## config.mk

```make
export PLATFORM = sky130hd
export DESIGN_NAME = mux
export DESIGN_NICKNAME = d
export VERILOG_FILES = /design/src/rtl/mux.sv
export SDC_FILE = /design/constraint.sdc
export NUM_CORES = 1
export LEC_CHECK = 0
export ABC_AREA = 0
export CORE_MARGIN = 5
export CORE_UTILIZATION = 25
export CTS_BUF_LIST = sky130_fd_sc_hd__clkbuf_4
export CTS_CLUSTER_DIAMETER = 30
export CTS_CLUSTER_SIZE = 25
export DETAILED_ROUTE_END_ITERATION = 8
export SETUP_SLACK_MARGIN = 0.2
export SYNTH_ARGS = -nofsm -noshare
export SYNTH_HDL_FRONTEND = slang
export SYNTH_SLANG_ARGS = --single-unit
```

## constraint.sdc

```tcl
create_clock -name i_clk -period 0.8 [get_ports i_clk]
set_input_delay 0.16 -clock i_clk [delete_from_list [all_inputs] [get_ports i_clk]]
set_output_delay 0.16 -clock i_clk [all_outputs]
set_load 0.01 [all_outputs]
```

## src/rtl/mux.sv

```systemverilog
// mux: registered 2:1 data multiplexer; z <= sel ? b : a, asynchronous reset to RESET_VAL.
// Revision: 1.0
`default_nettype none

module mux #(
  parameter int unsigned      WIDTH     = 8,
  parameter logic [WIDTH-1:0] RESET_VAL = '0
) (
  input  logic             i_clk,
  input  logic             i_reset,
  output logic [WIDTH-1:0] z,
  input  logic [WIDTH-1:0] a,
  input  logic [WIDTH-1:0] b,
  input  logic             sel
);

  logic [WIDTH-1:0] z_q;
  logic [WIDTH-1:0] z_d;

  // Default to a so that an X or Z select falls through to a instead of poisoning z.
  always_comb begin
    z_d = a;
    if (sel == 1'b1) begin
      z_d = b;
    end
  end

  always_ff @(posedge i_clk or posedge i_reset) begin
    if (i_reset) begin
      z_q <= RESET_VAL;
    end else begin
      z_q <= z_d;
    end
  end

  assign z = z_q;

endmodule

`default_nettype wire

```

==> flow_summary.toml <==
[run_status]
outcome = "finished, violations left"
violations = "setup timing"

[floorplan]
dieArea_um2 = 2170
start_util_pct = 26.1
die_h_um = 46.6
fp.dieW_um = 46.6
core_area_um2 = 1280
pin_count = 27
rows = 13

[setup_path]
path_max_fanout = 1
cp_top_family = "flip-flops"
path_cells = "buf_2"
cp.buffers_inverters = 1
crit_required_ps = 640
arrival_ps = 730
worstSetupPathType = "register to primary output"
cp_slowest_stage_delay_ps = 350
crit_slowest_cell = "dfrtp_1"
end_kind = "primary output"
worst_setup_path_start_kind = "register"

[logic_synthesis]
ys_ff_latch = 8
synth_fa_ha_area_share_pct = 0
synth-compound-area-share_pct = 0
ys_types = 4
syn-num-nets = 37
synthXorXnorAreaFrac_pct = 0
yosysSeqAreaShare_pct = 59.7
avgSynthCellArea_um2 = 18.6
syn_area_um2 = 335
ys_warn_count = 0
syn_inst = 18
yosys-mux-area-fraction_pct = 35.8
synth_top_family_by_area = "multiplexers"
synth-simple-area-share_pct = 0

[grt]
globalRoute.totalOverflow = 0
grt_usage_pct = 7.80
grt_max_degree = 9
antenna_found_initial = 0
grt_pass1_wl_mm = 1.12
grt_pass1_vias = 262

[job]
max_cap_violations = 0

[routing]
post-route-drc-count = 0
drt-initial-drc-count = 0
num_vias = 247
wl_per_cell_um = 12.0
antenna_left = 0
wl_um = 756
post_drt_via_cell_ratio = 3.92
detail_route.first_pass.iterations = 1

[cts]
h-tree-depth = 1
tritoncts = "done"
cts.sinks = 8
cts_buffers = 3
cts_buffer_depth = 2
clk_pin_slew_worst_paths_ps = 50
postCtsHoldBufs = 0
cts_root_buffer = "clkbuf_4"

[layout]
reg_top3 = "z: 8 flops"
syn_to_final_growth_pct = 77.6
final_common_cell = "dlygate4sd2_1"
antennaDiodeCount = 0
final_cells = 63
layout_common_cells = "dlygate4sd2_1, mux2_4, dfrtp_1, buf_2, buf_6"
top_register = "z"
drive_gt1_share_pct = 45.8
fin_nets = 69
largest_reg_flops = 8

[timing]
maxSlewHeadroom_pct = 81.5
worst_slew_pin_slew_ps = 277
timing.setup.tns_ps = -666
drv_slew = 0
hold_viol_final = 0
setup_viol = 8
min_period_ps = 886
fmaxAchievable_ghz = 1.13
fin_crit_sh_pct = 111
layout_setup_ws_ps = -86.3
rsz0062_at_grt = "true"

[power]
power.switching_mw = 0.184
swShare_pct = 19.9
p_comb_share_pct = 21.5
irDropWorstVdd_mv = 0.405
p_clk_share_pct = 30.3
p_per_area_nw_per_um2 = 1550
seqPwrFrac_pct = 48.2
power.total_mw = 0.921
internal-power_mw = 0.738
leakage_nw = 0.318

[placement]
dp_worst_setup_slack_ps = -410
place_congestion = 0.682
io_buffers = 26
dpl.cell_count = 60

[min_path]
min_path_type = "input pin to asynchronous set/reset pin"
[synthesized netlist by cell type]
cell type | count | area (um^2)
inv_1 | 1 | 3.75
buf_6 | 1 | 11.3
mux2_4 | 8 | 120
dfrtp_1 | 8 | 200
[area by class of cell]
type	instances	area, um^2
multi-input cells	8	120
repair buffers	28	230
fillers	125	689
clock buffers	3	22.5
flip-flops and latches	8	200
inverters	1	3.75
well taps	15	18.8
[metal layers]
metal / track usage, % / wire length, um / vias to the layer above / share of wire [%]
met5: 0 / 0 / - / 0
met4: 9.94 / 0 / 0 / 0
met3: 0.781 / 87 / 0 / 12
met2: 11.5 / 457 / 10 / 60
met1: 8.55 / 211 / 117 / 28
li1: - / - / 120 / -
[cells by family (layout without fill, tap and decap cells)]
logic type             after synthesis  count (layout)
flip-flops                           8               8
multiplexers                         8               8
buffers and inverters                2              32
[worst max-delay path by stage]
stage	startpoint	end	cells after the start
after floorplan	sel	z[0]$_DFF_PP0_	2
after global placement	sel	z[3]$_DFF_PP0_	3
after detailed placement	sel	z[7]$_DFF_PP0_	3
after CTS	z[2]$_DFF_PP0_	z[2]	1
after global routing	z[5]$_DFF_PP0_	z[5]	1
final	z[5]$_DFF_PP0_	z[5]	1
[metrics by stage]
stage	hold WS (ps)	instance area [um^2]	utilization (%)
floorplan	-24.3	344	-
global placement	405	618	48.1
detailed placement	407	618	48.1
CTS	149	583	45.4
global route	196	596	46.3
finish	154	596	46.3
[power by group through the flow]
stage | registers [mW] | clock network, mW | logic [mW]
4_1_cts | 0.442 | 0.298 | 0.193
5_1_grt | 0.447 | 0.298 | 0.212
6_report | 0.444 | 0.279 | 0.198
3_3_place_gp | 0.449 | 0 | 0.245
2_1_floorplan | 0.468 | 0 | 0.0769
3_5_place_dp | 0.450 | 0 | 0.248
[timing repair]
| action | CTS | global route |
|---|---|---|
| pin swaps | 0 | 0 |
| resized for setup | 54 | 2 |
| buffers inserted | 0 | 0 |
| endpoints found under the setup margin | 16 | 8 |
No activity file was read; power rests on OpenSTA's default activity.
